===== src/rtl/echo_dispatch_pkg.sv =====
// Shared definitions for the tagged request dispatcher: message layout,
// bad-tag counter width and the tag-to-method decode.
package echo_dispatch_pkg;

    localparam int TAG_MAX   = 64;  // widest tag the decoder accepts
    localparam int IDX_WIDTH = 4;   // enough for 15 methods
    localparam int CNT_WIDTH = 16;
    localparam int TAG_LSB   = 0;

    localparam logic [CNT_WIDTH-1:0] CNT_MAX = 16'hFFFF;
    localparam logic [CNT_WIDTH-1:0] CNT_ONE = 16'h0001;
    localparam logic [IDX_WIDTH-1:0] IDX_ONE = 4'd1;

    typedef struct packed {
        logic                 bad;
        logic [IDX_WIDTH-1:0] idx;
    } tag_dec_t;

    // Tag k in 1..num_methods selects method k-1; anything else, including
    // values with upper bits set, is bad.
    function automatic tag_dec_t decode_tag(input logic [TAG_MAX-1:0]   tag,
                                            input logic [IDX_WIDTH-1:0] num_methods);
        tag_dec_t d;
        if ((tag != {TAG_MAX{1'b0}}) &&
            (tag <= {{(TAG_MAX-IDX_WIDTH){1'b0}}, num_methods})) begin
            d.bad = 1'b0;
            d.idx = tag[IDX_WIDTH-1:0] - IDX_ONE;
        end else begin
            d.bad = 1'b1;
            d.idx = {IDX_WIDTH{1'b0}};
        end
        return d;
    endfunction

endpackage


===== src/rtl/echo_request_dispatch_fifo.sv =====
// Message FIFO for the dispatcher: wrap-bit pointers, registered full/empty
// flags and occupancy so that the input ready has no combinational path.
module dispatch_fifo #(
    parameter int WIDTH = 96,
    parameter int DEPTH = 4
) (
    input  logic                     clk,
    input  logic                     rst,
    input  logic                     push,
    input  logic [WIDTH-1:0]         push_data,
    input  logic                     pop,
    output logic [WIDTH-1:0]         head_data,
    output logic                     full,
    output logic                     empty,
    output logic [$clog2(DEPTH):0]   occupancy
);

    localparam int AW = $clog2(DEPTH);
    localparam logic [AW:0] PTR_ONE = {{AW{1'b0}}, 1'b1};

    logic [WIDTH-1:0] mem_r [DEPTH];
    logic [AW:0]      wr_ptr_r, rd_ptr_r, occ_r;
    logic [AW:0]      wr_ptr_s, rd_ptr_s, occ_s;
    logic             full_r, empty_r, full_s, empty_s;
    logic             do_push_s, do_pop_s;

    // Next pointers and flags, derived from the advanced pointers
    always_comb begin
        do_push_s = push & ~full_r;
        do_pop_s  = pop & ~empty_r;
        if (do_push_s) begin
            wr_ptr_s = wr_ptr_r + PTR_ONE;
        end else begin
            wr_ptr_s = wr_ptr_r;
        end
        if (do_pop_s) begin
            rd_ptr_s = rd_ptr_r + PTR_ONE;
        end else begin
            rd_ptr_s = rd_ptr_r;
        end
        occ_s   = wr_ptr_s - rd_ptr_s;
        empty_s = (wr_ptr_s == rd_ptr_s);
        full_s  = (wr_ptr_s[AW] != rd_ptr_s[AW]) &&
                  (wr_ptr_s[AW-1:0] == rd_ptr_s[AW-1:0]);
    end

    // Pointer, occupancy and flag registers
    always_ff @(posedge clk) begin
        if (rst) begin
            wr_ptr_r <= {(AW+1){1'b0}};
            rd_ptr_r <= {(AW+1){1'b0}};
            occ_r    <= {(AW+1){1'b0}};
            full_r   <= 1'b0;
            empty_r  <= 1'b1;
        end else begin
            wr_ptr_r <= wr_ptr_s;
            rd_ptr_r <= rd_ptr_s;
            occ_r    <= occ_s;
            full_r   <= full_s;
            empty_r  <= empty_s;
        end
    end

    // Storage write; contents are not cleared, the pointers define validity
    always_ff @(posedge clk) begin
        if (do_push_s && !rst) begin
            mem_r[wr_ptr_r[AW-1:0]] <= push_data;
        end
    end

    assign head_data = mem_r[rd_ptr_r[AW-1:0]];
    assign full      = full_r;
    assign empty     = empty_r;
    assign occupancy = occ_r;

endmodule


===== src/rtl/echo_request_dispatch.sv =====
// Buffered tag demultiplexer: queues tagged messages and hands the head entry
// to the method its tag selects, dropping and counting unknown tags.
module echo_request_dispatch
    import echo_dispatch_pkg::*;
#(
    parameter int NUM_METHODS   = 2,
    parameter int TAG_WIDTH     = 32,  // at most TAG_MAX
    parameter int PAYLOAD_WIDTH = 64,
    parameter int DEPTH         = 4
) (
    input  logic                               CLK,
    input  logic                               RST,
    input  logic                               pipe_enq__ENA,
    input  logic [TAG_WIDTH+PAYLOAD_WIDTH-1:0] pipe_enq_v,
    output logic                               pipe_enq__RDY,
    output logic [NUM_METHODS-1:0]             request__ENA,
    output logic [PAYLOAD_WIDTH-1:0]           request_payload,
    input  logic [NUM_METHODS-1:0]             request__RDY,
    output logic [$clog2(DEPTH):0]             occupancy,
    output logic                               bad_tag__ENA,
    output logic [CNT_WIDTH-1:0]               bad_tag_count
);

    localparam int MSG_WIDTH   = TAG_WIDTH + PAYLOAD_WIDTH;
    localparam int PAYLOAD_LSB = TAG_LSB + TAG_WIDTH;
    localparam logic [IDX_WIDTH-1:0] NUM_M = IDX_WIDTH'(NUM_METHODS);

    logic [MSG_WIDTH-1:0]   head_s;
    logic [TAG_MAX-1:0]     head_tag_ext_s;
    tag_dec_t               dec_s;
    logic                   full_s, empty_s, live_s, bad_s, pop_s;
    logic [NUM_METHODS-1:0] ena_s;
    logic [CNT_WIDTH-1:0]   bad_count_r;

    dispatch_fifo #(
        .WIDTH (MSG_WIDTH),
        .DEPTH (DEPTH)
    ) u_fifo (
        .clk       (CLK),
        .rst       (RST),
        .push      (pipe_enq__ENA),
        .push_data (pipe_enq_v),
        .pop       (pop_s),
        .head_data (head_s),
        .full      (full_s),
        .empty     (empty_s),
        .occupancy (occupancy)
    );

    // Head decode and dispatch; each ENA bit looks only at its own RDY
    always_comb begin
        head_tag_ext_s = {TAG_MAX{1'b0}};
        head_tag_ext_s[TAG_WIDTH-1:0] = head_s[TAG_LSB +: TAG_WIDTH];
        dec_s  = decode_tag(head_tag_ext_s, NUM_M);
        live_s = ~empty_s & ~RST;
        ena_s  = {NUM_METHODS{1'b0}};
        for (int k = 0; k < NUM_METHODS; k++) begin
            ena_s[k] = live_s & ~dec_s.bad & (dec_s.idx == IDX_WIDTH'(k)) &
                       request__RDY[k];
        end
        bad_s = live_s & dec_s.bad;
        pop_s = bad_s | (|ena_s);
    end

    // Saturating count of dropped entries
    always_ff @(posedge CLK) begin
        if (RST) begin
            bad_count_r <= {CNT_WIDTH{1'b0}};
        end else if (bad_s && (bad_count_r != CNT_MAX)) begin
            bad_count_r <= bad_count_r + CNT_ONE;
        end else begin
            bad_count_r <= bad_count_r;
        end
    end

    assign pipe_enq__RDY   = ~full_s;
    assign request__ENA    = ena_s;
    assign request_payload = head_s[PAYLOAD_LSB +: PAYLOAD_WIDTH];
    assign bad_tag__ENA    = bad_s;
    assign bad_tag_count   = bad_count_r;

endmodule


===== config.mk =====
export PLATFORM = sky130hd
export DESIGN_NAME = echo_request_dispatch
export DESIGN_NICKNAME = d
export VERILOG_FILES = /design/src/rtl/echo_dispatch_pkg.sv /design/src/rtl/echo_request_dispatch_fifo.sv /design/src/rtl/echo_request_dispatch.sv
export SDC_FILE = /design/constraint.sdc
export NUM_CORES = 1
export LEC_CHECK = 0
export CELL_PAD_IN_SITES_DETAIL_PLACEMENT = 1
export CELL_PAD_IN_SITES_GLOBAL_PLACEMENT = 2
export CORE_MARGIN = 1
export CORE_UTILIZATION = 46
export DETAILED_ROUTE_END_ITERATION = 10
export PLACE_DENSITY_LB_ADDON = 0.1
export SETUP_SLACK_MARGIN = 0.2
export SYNTH_ARGS = -nofsm -noshare
export SYNTH_HDL_FRONTEND = slang
export SYNTH_SLANG_ARGS = --single-unit

===== constraint.sdc =====
create_clock -name CLK -period 8.6 [get_ports CLK]
set_input_delay 1.72 -clock CLK [delete_from_list [all_inputs] [get_ports CLK]]
set_output_delay 1.72 -clock CLK [all_outputs]
set_load 0.05 [all_outputs]

==> flow_summary_export.csv, run 1 <==
group,metric,value,unit
run_status,status,"finished, final reports clean",
detailed_routing,wl_per_cell,22.1,um
flow_run,max-cap-violations,0,
logic_synthesis,yosysTopAreaCell,"edfxtp_1",
logic_synthesis,synth_top_area_share,77.2,%
timing,min_period_over_period,69.4,%
logic_synthesis,synth.distinct_cells,42,
hold_path,hold_path.class,"reg -> reg",
timing,hold_violations,0,
placement,dpl.hpwl,17900,um
cts,clkSinkCount,411,
cts,hold_buffers,0,
detailed_routing,viasPerCell,5.36,
floorplan,num_rows,65,
global_routing,antenna_found_initial,1,
floorplan,fp.dieW,182,um
timing,rsz0062_at_grt,"false",
logic_synthesis,yosys_warnings,0,
layout,drive_gt1_share,16.2,%
detailed_routing,route.detailed.drc,0,
logic_synthesis,ys_async_sr_fraction,0,%
placement,place_ws,2.64,ns
global_routing,grt_pass1_vias,8097,
critical_path,cp-start-kind,"primary input",
power,leakagePower,5.91,nW
floorplan,fp.dieArea,0.0332,sq mm
critical_path,crit_type,"in -> out",
cts,cts-root-buf,"clkbuf_16",
detailed_routing,final_antenna_net_count,0,
floorplan,pin_count,188,
timing,setup_viol,0,
detailed_routing,wl,29900,um
timing,relSlewSlack,30.7,%
placement,place_area,0.0173,sq mm
floorplan,core,0.0317,sq mm
cts,clkTransAtPathRegs,0.06,ns
power,p_per_area,298,mW/mm^2
logic_synthesis,synth_cells,696,
detailed_routing,drt_iter0_markers,327,
power,total_power,5.57,mW
critical_path,crit_required,6.88,ns
logic_synthesis,synth_edf_count,384,
logic_synthesis,ys_ff_latch,411,
logic_synthesis,ys_seq_area_share,80.9,%
global_routing,grt_pass1_wl,46400,um
timing,clock_skew,0.0213,ns
detailed_routing,dr.pass1.iters,4,
cts,cts_resized,0,
timing,setup_slack,2.63,ns
power,ir_worst_vdd,0.000339,V
timing,period_needed,5.97,ns
logic_synthesis,synth_area_leaders,"edfxtp_1, mux4_2, dfxtp_1",
layout,areaGrowthSynthToFinish,25.4,%
critical_path,cp_data_arrival_time,4.25,ns
timing,worst_pin_slew,1.04,ns
logic_synthesis,syn-num-nets,807,
critical_path,cp_max_fo,32,
floorplan,initial_utilization,47.1,%
cts,cts-buffers-inserted,43,
floorplan,die_y,182,um
cts,clockBufferDepth,3,
global_routing,grt.total_usage,18.6,%
logic_synthesis,syn_avg_cell_area,21.5,sq um
detailed_routing,vias,7227,
cts,clock_latency,0.54,ns
logic_synthesis,synth_ff_type,"edfxtp_1",
layout,nets,1024,
timing,totalNegativeSetupSlack,0,ns
timing,maxSlewViolCount,0,
cts,postCtsSetupRepairBufs,0,
critical_path,critical_path.endpoint_type,"primary output",
layout,antenna_cells,0,
logic_synthesis,synth_commonest_cells,"edfxtp_1, mux4_2, nor2_1, nor4_1, dfxtp_1",
global_routing,grt_max_degree,67,
global_routing,grt-ovfl-total,0,
logic_synthesis,synth_most_common_cell,"edfxtp_1",
timing,fmax,167,MHz
placement,gp_congestion,0.738,
placement,port_buffers,187,
cts,cts_tree,"yes",
cts,htree_num_levels,2,
logic_synthesis,syn_area,0.0149,sq mm
layout,postLayoutCellArea,0.0187,sq mm
## placed cells by master, fill, tap and decap left out, types with 6 or more instances in the layout
cell,instances
ha_1,9
mux4_2,67
dfxtp_1,25
edfxtp_1,384
clkbuf_16,44
nor2_1,36
bufinv_16,6
nor4_1,32
inv_1,16
clkbuf_1,7
nor3_1,9
clkdlybuf4s50_1,187
nand4_1,7
clkinv_1,6
nand2_1,16
buf_4,7
clkinv_2,10
xnor2_1,18
## power breakdown
group,switching (mW),leakage [nW],internal [mW]
logic,0.844,1.50,0.545
registers,0.0661,3.71,2.26
clock network,0.733,0.700,1.12
## worst max-delay path, cell delays in order
cell	delay, ns
clkdlybuf4s50_1	0.40
buf_4	0.24
nor2_1	0.31
nand2_1	0.09
o32ai_1	0.38
a31oi_4	0.18
inv_1	0.11
clkdlybuf4s50_1	0.80
## routing by layer
metal | up-vias | GRT usage (%) | routed length, um
met4 | 2 | 4.30 | 372
met3 | 38 | 5.43 | 1930
met2 | 194 | 32.1 | 15300
li1 | 3284 | - | -
met1 | 3709 | 23.1 | 12300
met5 | - | 0 | 12
## flip-flops by register name (all words and copies together), names as in the netlist
register,flops
bad_tag_count,16
u_fifo.empty,1
u_fifo.full,1
u_fifo.mem_r,384
u_fifo.occupancy,3
u_fifo.rd_ptr_r,3
u_fifo.wr_ptr_r,3
## per-stage QoR
step / cells / utilization [%] / hold WS (ns)
after floorplan: 696 / - / 0.487
after CTS: 1349 / 59.0 / 0.513
final: 1349 / 59.0 / 0.515
after detailed placement: 1270 / 54.5 / 0.505
after global placement: 1270 / 54.5 / 0.486
after global routing: 1349 / 59.0 / 0.539
## worst paths after layout
path	slack, ns	start	end	depth (start not counted)
hold reg to reg	0.52	bad_tag_count[15]$_SDFFE_PP0P_	bad_tag_count[15]$_SDFFE_PP0P_	2
hold / removal	0.52	bad_tag_count[15]$_SDFFE_PP0P_	bad_tag_count[15]$_SDFFE_PP0P_	2
setup reg to reg	4.16	u_fifo.rd_ptr_r[0]$_SDFF_PP0_	u_fifo.occupancy[2]$_SDFF_PP0_	13
setup / recovery	2.63	RST	bad_tag__ENA	8
## cell type report
class	count	area (sq um)
well taps	402	503
flip-flops and latches	411	12100
clock inverters	28	309
repair buffers	194	1920
clock buffers	51	1130
multi-input cells	247	2720
inverters	16	60.1
fillers	2712	13000
## cell families (layout without fill, tap and decap cells)
group	after synthesis	in the layout	share of synthesized area [%]
AO/OA/AOI/OAI	18	18	0.989
adder cells (fa/ha/maj)	10	10	0.888
buffers and inverters	38	289	1.01
AND/OR/NAND/NOR	125	125	4.33
XOR/XNOR	23	23	1.40
flip-flops	411	411	80.9
multiplexers	71	71	10.5
Note: power is estimated with default switching activity, not from simulation.
==> run 2, diff against run 1 <==
CORE_UTILIZATION = 42   (was 46)
clock period = 5.75 ns   (was 8.6 ns; I/O delays follow)
==> flow_summary_export.csv, run 2 (synthesized netlist as in run 1, its figures left out) <==
group,metric,value,unit
layout,final_common_cell,"edfxtp_1",
hold_path,hold_start,"bad_tag_count[15]$_SDFFE_PP0P_",
critical_path,rr_startpoint,"u_fifo.rd_ptr_r[0]$_SDFF_PP0_",
hold_path,min_to,"bad_tag_count[15]$_SDFFE_PP0P_",
timing,hold_violations,0,
power,seqPwrFrac,41.9,%
global_routing,grt_max_degree,55,
power,ir_worst_vdd,0.000330,V
power,total_power,8.30,mW
placement,gp_congestion,0.705,
layout,nets,1024,
timing,maxSlewViolCount,0,
cts,clkSinkCount,411,
timing,setup_viol,0,
floorplan,core,0.0348,sq mm
critical_path,r2r_end,"u_fifo.occupancy[2]$_SDFF_PP0_",
hold_path,holdPathStages,2,
floorplan,pin_count,188,
power,p_per_area,441,mW/mm^2
floorplan,num_rows,68,
timing,min_period_over_period,89.2,%
cts,clockBufferDepth,3,
cts,cts-root-buf,"clkbuf_16",
timing,rsz0062_at_grt,"false",
floorplan,initial_utilization,42.9,%
detailed_routing,wl,30400,um
power,pwr-share-clk,33.1,%
timing,fmax,195,MHz
hold_path,hold_path.class,"reg -> reg",
cts,htree_num_levels,2,
layout,drive_gt1_share,15.7,%
critical_path,rrSetupSlack,1.55,ns
floorplan,fp.dieArea,0.0363,sq mm
cts,cts_resized,0,
timing,clock_skew,0.0102,ns
critical_path,crit_type,"reg -> out",
placement,dpl.hpwl,18900,um
global_routing,grt.total_usage,17.1,%
cts,clock_latency,0.53,ns
layout,areaGrowthSynthToFinish,26.1,%
cts,hold_buffers,0,
critical_path,crit_required,4.60,ns
detailed_routing,route.detailed.drc,0,
power,swShare,29.5,%
cts,clkTransAtPathRegs,0.06,ns
run_status,status,"finished, final reports clean",
layout,nFillCells,3054,
power,intPower,5.85,mW
global_routing,grt_pass1_wl,47000,um
global_routing,antenna_found_initial,1,
global_routing,grt_pass1_vias,8197,
timing,setup_slack,0.622,ns
detailed_routing,vias,7199,
timing,totalNegativeSetupSlack,0,ns
placement,place_ws,1.12,ns
floorplan,fp.dieW,191,um
timing,period_needed,5.13,ns
critical_path,cp_max_fo,26,
layout,multi_input_area,0.00272,sq mm
layout,antenna_cells,0,
critical_path,critical_path.endpoint_type,"primary output",
layout,register_area,0.0121,sq mm
critical_path,reg2regPathDepth,13,
placement,port_buffers,187,
layout,layout_common_cells,"edfxtp_1, clkdlybuf4s50_1, mux4_2, clkbuf_16, nor2_1",
detailed_routing,drt_iter0_markers,320,
cts,postCtsSetupRepairBufs,0,
detailed_routing,dr.pass1.iters,4,
detailed_routing,wl_per_cell,21.7,um
timing,relSlewSlack,27.6,%
detailed_routing,final_antenna_net_count,0,
power,leakagePower,5.92,nW
layout,final_util,54.1,%
power,pwr-share-comb,25.0,%
detailed_routing,viasPerCell,5.13,
floorplan,die_y,191,um
cts,cts-buffers-inserted,43,
critical_path,cp_data_arrival_time,3.98,ns
critical_path,cp-start-kind,"flip-flop",
cts,cts_tree,"yes",
flow_run,max-cap-violations,0,
power,p_sw,2.45,mW
layout,largest_reg_flops,384,
timing,worst_pin_slew,1.09,ns
global_routing,grt-ovfl-total,0,
-- run 2: changes by cell type in the layout (fill, tap and decap cells not counted), sizes merged --
cell	previous run	this run
clkinvlp	3	1
clkinv	18	22
buf	7	8
bufinv	6	5
clkdlybuf4s50	187	186
-- run 2: power groups by stage --
stage | clock [mW] | sequential (mW) | combinational (mW)
CTS | 2.82 | 3.49 | 2.11
global route | 2.92 | 3.50 | 2.19
floorplan | 0 | 3.53 | 1.46
global placement | 0 | 3.54 | 2.09
finish | 2.75 | 3.48 | 2.07
detailed placement | 0 | 3.55 | 2.10
-- run 2: cell type report --
type,count,area share (%)
inverter,16,0.319
multi-input combinational,247,14.4
sequential,411,64.2
timing repair buffer,194,10.5
tap,455,3.02
clock inverter,29,1.46
clock buffer,51,6.10
-- run 2: worst max path at each step --
stage                                        startpoint                            to  cells after the start  slack [ns]
after floorplan                           pipe_enq__ENA  u_fifo.mem_r[0][0]$_DFFE_PP_                      3        1.39
after global placement    u_fifo.rd_ptr_r[0]$_SDFF_PP0_               request__ENA[1]                     10        1.16
after detailed placement  u_fifo.rd_ptr_r[0]$_SDFF_PP0_               request__ENA[1]                     10        1.12
after CTS                 u_fifo.rd_ptr_r[0]$_SDFF_PP0_               request__ENA[1]                     10        0.54
after global routing      u_fifo.rd_ptr_r[0]$_SDFF_PP0_               request__ENA[1]                     10        0.32
final                     u_fifo.rd_ptr_r[0]$_SDFF_PP0_               request__ENA[1]                     10        0.62
-- run 2: per-layer routing --
layer	global-route usage, %	up-vias	part of all wire [%]
li1	-	3283	-
met1	20.9	3701	41
met2	30.7	179	52
met3	3.74	36	5.2
met4	4.52	0	1.9
met5	0	-	0
-- run 2: critical path: stages, from the launching register on --
cell and delay, ns:
dfxtp_4 0.64, mux4_2 0.63, inv_1 0.11, ha_1 0.15
inv_1 0.06, a2111oi_4 0.29, o21ai_0 0.13, a21oi_1 0.22
nand3_1 0.15, nor3_1 0.21, clkdlybuf4s50_1 0.85
-- run 2: stage by stage --
stage / instance area, sq um / std cells / hold slack (ns)
after floorplan: 14900 / 696 / 0.487
after global placement: 17400 / 1323 / 0.486
after detailed placement: 17400 / 1323 / 0.504
after CTS: 18800 / 1403 / 0.512
after global routing: 18800 / 1403 / 0.579
final: 18800 / 1403 / 0.504
